## config.mk

```make
export PLATFORM = sky130hd
export DESIGN_NAME = ahbl_apb_bridge
export DESIGN_NICKNAME = d
export VERILOG_FILES = /design/src/rtl/ahbl_apb_pkg.sv /design/src/rtl/ahbl_apb_timeout.sv /design/src/rtl/ahbl_apb_bridge.sv
export SDC_FILE = /design/constraint.sdc
export NUM_CORES = 1
export LEC_CHECK = 0
export ABC_AREA = 1
export BUFFER_PORTS_ARGS = -buffer_cell sky130_fd_sc_hd__buf_2
export CORE_UTILIZATION = 41
export DETAILED_ROUTE_END_ITERATION = 8
export PLACE_DENSITY = 0.84
export SLEW_MARGIN = 30
export SYNTH_ARGS = -nofsm -noshare
export SYNTH_HDL_FRONTEND = slang
export SYNTH_HIERARCHICAL = 1
export SYNTH_SLANG_ARGS = --single-unit
export TNS_END_PERCENT = 5
```

## constraint.sdc

```tcl
create_clock -name HCLK -period 3.4 [get_ports HCLK]
set_clock_uncertainty 0.15 [all_clocks]
set_input_delay 0.51 -clock HCLK [delete_from_list [all_inputs] [get_ports HCLK]]
set_output_delay 0.51 -clock HCLK [all_outputs]
set_load 0.02 [all_outputs]
```

## src/rtl/ahbl_apb_pkg.sv

```systemverilog
// Shared types and constants for the AHB-Lite to APB3 bridge.
package ahbl_apb_pkg;

  typedef enum logic [2:0] {
    ST_IDLE   = 3'd0,
    ST_WDATA  = 3'd1,
    ST_SETUP  = 3'd2,
    ST_ACCESS = 3'd3,
    ST_ERR1   = 3'd4,
    ST_ERR2   = 3'd5
  } state_e;

  localparam logic [1:0] HTRANS_IDLE   = 2'b00;
  localparam logic [1:0] HTRANS_BUSY   = 2'b01;
  localparam logic [1:0] HTRANS_NONSEQ = 2'b10;
  localparam logic [1:0] HTRANS_SEQ    = 2'b11;

  localparam logic HRESP_OKAY  = 1'b0;
  localparam logic HRESP_ERROR = 1'b1;

  localparam int SLOT_MSB = 27;
  localparam int SLOT_LSB = 24;

  // Only NONSEQ and SEQ carry a real transfer; IDLE and BUSY are ignored.
  function automatic logic trans_active(input logic [1:0] htrans);
    logic active;
    case (htrans)
      HTRANS_IDLE, HTRANS_BUSY:  active = 1'b0;
      HTRANS_NONSEQ, HTRANS_SEQ: active = 1'b1;
      default:                   active = 1'b0;
    endcase
    return active;
  endfunction

endpackage

```

## src/rtl/ahbl_apb_timeout.sv

```systemverilog
// ACCESS-phase watchdog: counts PREADY-low ACCESS cycles and flags the cycle
// in which the limit is reached.
module ahbl_apb_timeout #(
  parameter int TIMEOUT_CYCLES = 256
) (
  input  logic clk,
  input  logic rst_n,
  input  logic clear,
  input  logic count_en,
  output logic expired
);

  localparam logic [15:0] LIMIT = 16'(TIMEOUT_CYCLES - 1);

  logic [15:0] count_reg;

  always_ff @(posedge clk or negedge rst_n) begin
    if (!rst_n) begin
      count_reg <= '0;
    end else if (clear) begin
      count_reg <= '0;
    end else if (count_en) begin
      count_reg <= count_reg + 16'd1;
    end
  end

  // Fires during the stalled cycle that brings the count up to the limit.
  assign expired = count_en && (count_reg == LIMIT);

endmodule

```

## src/rtl/ahbl_apb_bridge.sv

```systemverilog
// AHB-Lite slave to APB3 master bridge, one transfer outstanding, 16 slots.
// Optional ACCESS timeout enabled by defining AHBL_APB_BRIDGE_TIMEOUT_EN.
module ahbl_apb_bridge
  import ahbl_apb_pkg::*;
#(
  parameter int APB_ADDR_WIDTH = 24,
  parameter int TIMEOUT_CYCLES = 256
) (
  input  logic                      HCLK,
  input  logic                      HRESETN,
  input  logic                      HSEL,
  input  logic [31:0]               HADDR,
  input  logic [1:0]                HTRANS,
  input  logic                      HWRITE,
  input  logic [2:0]                HSIZE,
  input  logic [31:0]               HWDATA,
  input  logic                      HREADY,
  output logic [31:0]               HRDATA,
  output logic                      HREADYOUT,
  output logic                      HRESP,
  output logic [APB_ADDR_WIDTH-1:0] PADDR,
  output logic [15:0]               PSEL,
  output logic                      PENABLE,
  output logic                      PWRITE,
  output logic [31:0]               PWDATA,
  input  logic [31:0]               PRDATA,
  input  logic                      PREADY,
  input  logic                      PSLVERR
);

  state_e                    state_reg, state_next;
  logic [3:0]                slot_reg;
  logic [APB_ADDR_WIDTH-1:0] paddr_reg;
  logic                      pwrite_reg;
  logic [31:0]               pwdata_reg;
  logic [31:0]               hrdata_reg;
  logic                      psel_on;
  logic                      accept;
  logic                      read_done;
  logic                      timeout_hit;

  // Every APB access is a full word, so HSIZE and the upper address bits are not needed.
  logic unused_inputs;
  assign unused_inputs = ^{HSIZE, HADDR};

  assign accept    = (state_reg == ST_IDLE) && HSEL && HREADY && trans_active(HTRANS);
  assign read_done = (state_reg == ST_ACCESS) && PREADY && !PSLVERR && !pwrite_reg && !timeout_hit;

`ifdef AHBL_APB_BRIDGE_TIMEOUT_EN
  ahbl_apb_timeout #(
    .TIMEOUT_CYCLES(TIMEOUT_CYCLES)
  ) u_timeout (
    .clk     (HCLK),
    .rst_n   (HRESETN),
    .clear   (state_reg == ST_SETUP),
    .count_en((state_reg == ST_ACCESS) && !PREADY),
    .expired (timeout_hit)
  );
`else
  logic unused_timeout_cfg;
  assign unused_timeout_cfg = (TIMEOUT_CYCLES != 0);
  assign timeout_hit        = 1'b0;
`endif

  always_ff @(posedge HCLK or negedge HRESETN) begin
    if (!HRESETN) begin
      state_reg <= ST_IDLE;
    end else begin
      state_reg <= state_next;
    end
  end

  always_ff @(posedge HCLK or negedge HRESETN) begin
    if (!HRESETN) begin
      slot_reg   <= '0;
      paddr_reg  <= '0;
      pwrite_reg <= 1'b0;
      pwdata_reg <= '0;
      hrdata_reg <= '0;
    end else begin
      if (accept) begin
        slot_reg   <= HADDR[SLOT_MSB:SLOT_LSB];
        paddr_reg  <= HADDR[APB_ADDR_WIDTH-1:0];
        pwrite_reg <= HWRITE;
      end
      if (state_reg == ST_WDATA) begin
        pwdata_reg <= HWDATA;
      end
      if (read_done) begin
        hrdata_reg <= PRDATA;
      end
    end
  end

  always_comb begin
    state_next = state_reg;
    HREADYOUT  = 1'b1;
    HRESP      = HRESP_OKAY;
    psel_on    = 1'b0;
    PENABLE    = 1'b0;
    case (state_reg)
      ST_IDLE: begin
        if (accept) begin
          state_next = HWRITE ? ST_WDATA : ST_SETUP;
        end
      end
      ST_WDATA: begin
        HREADYOUT  = 1'b0;
        state_next = ST_SETUP;
      end
      ST_SETUP: begin
        HREADYOUT  = 1'b0;
        psel_on    = 1'b1;
        state_next = ST_ACCESS;
      end
      ST_ACCESS: begin
        HREADYOUT = 1'b0;
        psel_on   = 1'b1;
        PENABLE   = 1'b1;
        if (timeout_hit) begin
          state_next = ST_ERR1;
        end else if (PREADY) begin
          state_next = PSLVERR ? ST_ERR1 : ST_IDLE;
        end
      end
      ST_ERR1: begin
        HREADYOUT  = 1'b0;
        HRESP      = HRESP_ERROR;
        state_next = ST_ERR2;
      end
      ST_ERR2: begin
        HRESP      = HRESP_ERROR;
        state_next = ST_IDLE;
      end
      default: state_next = ST_IDLE;
    endcase
  end

  generate
    for (genvar gi = 0; gi < 16; gi++) begin : g_psel
      assign PSEL[gi] = psel_on && (slot_reg == 4'(gi));
    end
  endgenerate

  assign PADDR  = paddr_reg;
  assign PWRITE = pwrite_reg;
  assign PWDATA = pwdata_reg;
  assign HRDATA = hrdata_reg;

endmodule
```

; ---- After elaboration in Yosys (flattened, before gate mapping)
; Cells that the tools add are included.
[op_classes]
eq_ne = 25
mux = 10
reduce_logical = 33
[op_table]
columns = op, count
row1 = == test 4 bit (second input constant), 8
row2 = logical AND 1 bit, 22
row3 = == test 4 x 3 -> 1 bit (second input constant), 4
row4 = one-hot mux 3 bit (5 select lines), 1
row5 = 2-to-1 mux 3 bit, 3
row6 = == test 4 x 2 -> 1 bit (second input constant), 2
row7 = OR reduction 2 bit, 4
row8 = == test 3 x 2 -> 1 bit (second input constant), 2
row9 = == test 3 bit (second input constant), 2
row10 = == test 2 bit (second input constant), 2
row11 = == test 4 x 1 -> 1 bit (second input constant), 1
row12 = zero test 4 bit, 1
row13 = 2-to-1 mux 1 bit, 4
row14 = inequality test 2 bit (second input constant), 2
row15 = OR reduction 4 bit, 1
row16 = == test 3 x 1 -> 1 bit (second input constant), 1
row17 = zero test 3 bit, 1
row18 = == test 2 x 1 -> 1 bit (second input constant), 1
row19 = zero test 1 bit, 2
row20 = zero test 2 bit, 1
row21 = 2-to-1 mux 2 bit, 1
row22 = one-hot mux 1 bit (2 select lines), 1
row23 = AND reduction 2 bit, 1
[totals]
ff_bits = 96
output_inout_bits = 108
elab_cells = 74

; ---- Depth between registers and ports, before layout
[logic_depth]
word_depth = 6
mapped_depth = 7

; ---- Worst setup path after synthesis
; OpenSTA, ideal clock, no wires.
[synth_path]
path_type = flip-flop to output port
startpoint = register state_reg[1]
endpoint = output PSEL[10]
t_arrival_ps = 1274
slack_ps = 1466
path_stages_with_launch = 5
n_path_buf = 0
cell_sequence = dfrtp_1 inv_2 nor2_1 inv_2 nor3_1
[synth_between]
elab_chain_cells = 4
word_cells_on_any_way = 5
classes_between = eq/ne: 2 / mux: 1 / reduce/logical: 2
[synth_rtl]
columns = element, line_no
row1 = from (decl), ahbl_apb_bridge.sv:31  ; state_e state_reg, state_next;
row2 = from (signal assigned), ahbl_apb_bridge.sv:69  ; state_reg <= state_next;
row3 = == test 3 x 2 -> 1 bit, ahbl_apb_bridge.sv:101  ; case (state_reg)
row4 = OR reduction 2 bit (no line) (*), -
row5 = 2-to-1 mux 1 bit (*), ahbl_apb_bridge.sv:101
row6 = logical AND 1 bit (*), ahbl_apb_bridge.sv:141  ; assign PSEL[gi] = psel_on && (slot_reg == 4'(gi));
row7 = to (decl), ahbl_apb_bridge.sv:22  ; output logic [15:0] PSEL,
; Every way passes the cells marked *; elsewhere a longest branch is shown, timed or not.

; ---- Final worst setup path
[layout_path]
startpoint = register state_reg[1]
endpoint = output PSEL[0]
; Same word-level chain as after synthesis.

==> impl_results.html <==
<table>
<tr><th>Metric</th><th>Value</th></tr>
<tr><th colspan="2">Place</th></tr>
<tr><td>Detailed-placement wirelength estimate</td><td>7190 um</td></tr>
<tr><td>Last weighted congestion value of the routability-driven placer</td><td>0.762</td></tr>
<tr><td>Cell Count Post-Placement</td><td>779</td></tr>
<tr><td>Buffers added on ports</td><td>207</td></tr>
<tr><th colspan="2">Route</th></tr>
<tr><td>Via count</td><td>3709</td></tr>
<tr><td>DRT antenna net count</td><td>0</td></tr>
<tr><td>DRC viols</td><td>0</td></tr>
<tr><td>Average via count per standard cell</td><td>4.67</td></tr>
<tr><td>Starting DRC count in detailed routing</td><td>119</td></tr>
<tr><td>Average wire length per cell after detail routing</td><td>12.5 um</td></tr>
<tr><td>Detailed-router iteration count before antenna repair</td><td>4</td></tr>
<tr><td>Aggregate routed wire length</td><td>9950 um</td></tr>
<tr><th colspan="2">Setup path</th></tr>
<tr><td>Gate family responsible for the most delay along the worst path</td><td>simple AND/OR/NAND/NOR gates</td></tr>
<tr><td>Critical Path AT</td><td>2.07 ns</td></tr>
<tr><td>Biggest fanout along the worst timing path</td><td>34</td></tr>
<tr><td>Capturing element of the worst setup path</td><td>PSEL[0]</td></tr>
<tr><td>Slack of the worst reg-to-reg path</td><td>1.11 ns</td></tr>
<tr><td>Worst Reg2Reg Path Length in Cells</td><td>6</td></tr>
<tr><td>Critical path launch point</td><td>state_reg[1]</td></tr>
<tr><td>Crit path launch type</td><td>register</td></tr>
<tr><td>Crit path top cell by count</td><td>sky130_fd_sc_hd__nor2_1</td></tr>
<tr><td>Cell-by-cell listing of the critical path</td><td>inv_2 &gt; nor2_1 &gt; nand3_1 &gt; nor2_1 &gt; buf_2</td></tr>
<tr><td>Slowest cell on crit path</td><td>sky130_fd_sc_hd__dfrtp_1</td></tr>
<tr><td>FF-to-FF End</td><td>state_reg[1]</td></tr>
<tr><td>Reg2reg start</td><td>state_reg[0]</td></tr>
<tr><td>Slowest cell delay on critical path</td><td>0.46 ns</td></tr>
<tr><td>Cell count along the critical path</td><td>5</td></tr>
<tr><td>Required time worst endpoint</td><td>2.74 ns</td></tr>
<tr><td>Category of the critical setup timing path</td><td>register to output port</td></tr>
<tr><td>CP bufs+invs</td><td>2</td></tr>
<tr><td>Kind of capture point of the worst setup path</td><td>output port</td></tr>
<tr><th colspan="2">Power and ir drop</th></tr>
<tr><td>Switching portion of total power</td><td>45.6%</td></tr>
<tr><td>Share of total power in combinational logic</td><td>47.6%</td></tr>
<tr><td>Total leakage power</td><td>0.00315 uW</td></tr>
<tr><td>Relative contribution of the clock network to total power</td><td>13.9%</td></tr>
<tr><td>Worst voltage drop across the vdd grid</td><td>0.412 mV</td></tr>
<tr><td>Power Total</td><td>5220 uW</td></tr>
<tr><td>Sequential cell fraction of total power</td><td>38.5%</td></tr>
<tr><td>Net switching power</td><td>2380 uW</td></tr>
<tr><td>Power density cells</td><td>965 nW/um^2</td></tr>
<tr><td>P_int</td><td>2840 uW</td></tr>
<tr><th colspan="2">Timing</th></tr>
<tr><td>Final Cycle Share</td><td>80.4%</td></tr>
<tr><td>Least-Margin Pin Slew</td><td>0.838 ns</td></tr>
<tr><td>Max-slew headroom</td><td>44.2%</td></tr>
<tr><td>Setup repair after global routing missed its margin</td><td>no</td></tr>
<tr><td>Final setup violation count</td><td>0</td></tr>
<tr><td>Post-layout minimum cycle time</td><td>2.73 ns</td></tr>
<tr><td>Highest attainable clock frequency</td><td>366 MHz</td></tr>
<tr><td>Number of hold violations in the final report</td><td>0</td></tr>
<tr><td>Hold WS</td><td>0.00883 ns</td></tr>
<tr><td>Number of pins with negative max-slew slack in the final report</td><td>0</td></tr>
<tr><td>Final-layout setup total negative slack</td><td>0 ns</td></tr>
<tr><th colspan="2">Flow run</th></tr>
<tr><td>Count of maximum capacitance violations</td><td>0</td></tr>
<tr><th colspan="2">Logic synthesis</th></tr>
<tr><td>Number of synthesized flops with an enable pin</td><td>0</td></tr>
<tr><td>Average instance area after synthesis</td><td>9.02 um^2</td></tr>
<tr><td>Leading cell types by total area after synthesis</td><td>sky130_fd_sc_hd__dfrtp_1, sky130_fd_sc_hd__nand2_1, sky130_fd_sc_hd__o21ai_2</td></tr>
<tr><td>Number of different library cells in the post-synthesis netlist</td><td>20</td></tr>
<tr><td>Most numerous cell types in the synthesized netlist</td><td>sky130_fd_sc_hd__nand2_1, sky130_fd_sc_hd__dfrtp_1, sky130_fd_sc_hd__inv_1, sky130_fd_sc_hd__nand3_1, sky130_fd_sc_hd__o21ai_2</td></tr>
<tr><td>Most used flip-flop cell after synthesis</td><td>sky130_fd_sc_hd__dfrtp_1</td></tr>
<tr><td>Total of flip-flops plus latches after synthesis</td><td>96</td></tr>
<tr><td>Syn Std Cell Area</td><td>4150 um^2</td></tr>
<tr><td>Gate count after technology mapping</td><td>460</td></tr>
<tr><td>Post-Syn Nets</td><td>568</td></tr>
<tr><td>Yosys warns</td><td>6</td></tr>
<tr><td>Library cell occupying the most area in the post-synthesis netlist</td><td>sky130_fd_sc_hd__dfrtp_1</td></tr>
<tr><td>Share of the synthesized area in the top cell type</td><td>57.9%</td></tr>
<tr><td>Most frequent cell after synthesis</td><td>sky130_fd_sc_hd__nand2_1</td></tr>
<tr><td>Sequential fraction of the synthesis area</td><td>57.9%</td></tr>
<tr><td>Fraction of registers with async set/reset</td><td>100%</td></tr>
<tr><th colspan="2">Final layout</th></tr>
<tr><td>Share of post-route cells with drive strength above 1</td><td>40.1%</td></tr>
<tr><td>Number of fillers in the final layout</td><td>930</td></tr>
<tr><td>Post-Route Utilization</td><td>55.4%</td></tr>
<tr><td>Area overhead of the layout relative to synthesis</td><td>30.4%</td></tr>
<tr><td>Antenna diode count</td><td>0</td></tr>
<tr><td>Number of non-filler instances in the completed layout</td><td>794</td></tr>
<tr><td>Nets</td><td>765</td></tr>
<tr><th colspan="2">Floorplanning</th></tr>
<tr><td>Height of the die</td><td>103 um</td></tr>
<tr><td>Initial standard-cell utilization of the core</td><td>42.5%</td></tr>
<tr><td>Area enclosed by the die boundary</td><td>10500 um^2</td></tr>
<tr><td>Count of standard-cell rows</td><td>36</td></tr>
<tr><td>Die Wd</td><td>103 um</td></tr>
<tr><td>Floorplan core area</td><td>9770 um^2</td></tr>
<tr><td>I/O pins</td><td>216</td></tr>
<tr><th colspan="2">Global route</th></tr>
<tr><td>GRT Residual Overflow</td><td>0</td></tr>
<tr><td>Wire length of the first global-routing pass</td><td>15400 um</td></tr>
<tr><td>Pin count of the biggest net entering global routing</td><td>65</td></tr>
<tr><td>Total Routing Usage GR</td><td>18.7%</td></tr>
<tr><td>Number of antenna violations at the first check in global routing</td><td>0</td></tr>
<tr><td>Via count of the first global-routing pass</td><td>3427</td></tr>
<tr><th colspan="2">Clock tree</th></tr>
<tr><td>Clock tree from TritonCTS</td><td>built</td></tr>
<tr><td>Clock slew at the register clock pins of the worst setup and hold paths</td><td>0.09 ns</td></tr>
<tr><td>CTS root buffer</td><td>sky130_fd_sc_hd__clkbuf_8</td></tr>
<tr><td>Number of clock sinks</td><td>96</td></tr>
<tr><td>Later-pin clock latency in the skew report</td><td>0.34 ns</td></tr>
<tr><td>Post-CTS Setup Repair Bufs</td><td>0</td></tr>
<tr><td>Number of buffers added by the clock tree synthesis step</td><td>9</td></tr>
<tr><td>Cells resized by post-CTS repair</td><td>0</td></tr>
<tr><td>CTS H-Tree Depth</td><td>3</td></tr>
<tr><td>Maximum number of buffers from clock root to sink</td><td>2</td></tr>
<tr><td>CTS hold repair buffers</td><td>0</td></tr>
<tr><th colspan="2">Worst hold path</th></tr>
<tr><td>Worst Hold Class</td><td>primary input to async pin</td></tr>
<tr><th colspan="2">Status</th></tr>
<tr><td>Outcome</td><td>completed</td></tr>
</table>
## power groups by stage
| stage | sequential (uW) | clock [uW] | combinational (uW) |
|---|---|---|---|
| floorplan | 2660 | 0 | 1000 |
| global placement | 1990 | 0 | 2440 |
| detailed placement | 2020 | 0 | 2510 |
| CTS | 2010 | 760 | 2520 |
| global route | 2080 | 799 | 2740 |
| finish | 2010 | 728 | 2480 |
## final cells by class
| type | count | area [um^2] | area share (%) |
|---|---|---|---|
| Timing Repair Buffer | 208 | 1060 | 19.6 |
| Inverter | 44 | 165 | 3.05 |
| Tap cell | 133 | 166 | 3.08 |
| Multi-Input combinational cell | 298 | 1430 | 26.5 |
| Sequential cell | 96 | 2400 | 44.4 |
| Clock inverter | 4 | 45.0 | 0.832 |
| Clock buffer | 11 | 141 | 2.61 |
## routing by layer
| layer | GRT usage (%) | part of all wire, % | up-vias |
|---|---|---|---|
| met5 | 0 | 0 | - |
| met4 | 8.35 | 2.2 | 0 |
| met3 | 4.14 | 6.9 | 15 |
| met2 | 33.7 | 49 | 154 |
| met1 | 21.2 | 41 | 1707 |
| li1 | - | - | 1833 |
## through the flow
stage / setup slack (ns) / cell area, um^2
2_1_floorplan: 1.47 / 4150
3_3_place_gp: 0.843 / 5220
3_5_place_dp: 1.08 / 5230
4_1_cts: 0.676 / 5410
5_1_grt: 0.542 / 5410
6_report: 0.667 / 5410
## kinds of logic after synthesis
logic type	count (synthesis)	synth area share (%)
DFF	96	57.9
and+or+nand+nor	237	24.2
buffers and inverters	66	7.66
AOI/OAI and AO/OA	61	10.3
## worst min-delay path by stage
stage | start | to | slack [ns] | depth (start not counted)
3_5_place_dp | PWDATA[30] | PWDATA[30] | 0.30 | 2
3_3_place_gp | PWDATA[1] | PWDATA[1] | 0.30 | 2
4_1_cts | HRESETN | HRDATA[6] | 0.03 | 1
6_report | HRESETN | HRDATA[8] | 0.009 | 1
2_1_floorplan | HRESETN | HRDATA[0] | 0.06 | 0
5_1_grt | HRESETN | HRDATA[6] | 0.06 | 1
## worst register-to-register path, delay by kind of cell (launching register included)
kind,cells,cell delay [ns]
buffers and inverters,1,0.11
flip-flops,1,0.44
AND/OR/NAND/NOR,5,1.53
## layout by cell type, fill, tap and decap left out
cell type and instances:
sky130_fd_sc_hd__buf_2 206, sky130_fd_sc_hd__nand2_1 166, sky130_fd_sc_hd__dfrtp_1 96, sky130_fd_sc_hd__inv_1 41, sky130_fd_sc_hd__nand3_1 38, sky130_fd_sc_hd__o21ai_2 32
sky130_fd_sc_hd__o21ai_0 28, sky130_fd_sc_hd__nor2_1 15, sky130_fd_sc_hd__clkbuf_8 10, sky130_fd_sc_hd__nor3_1 9, sky130_fd_sc_hd__nor2_4 4, sky130_fd_sc_hd__inv_2 3
sky130_fd_sc_hd__clkinv_2 3, sky130_fd_sc_hd__nand2_2 2, sky130_fd_sc_hd__nand3_4 1, sky130_fd_sc_hd__nand2_4 1, sky130_fd_sc_hd__o21ai_1 1, sky130_fd_sc_hd__and2_1 1
sky130_fd_sc_hd__bufinv_16 1, sky130_fd_sc_hd__clkbuf_1 1, sky130_fd_sc_hd__buf_4 1, sky130_fd_sc_hd__buf_12 1
Power figures use the tool's default switching activity.
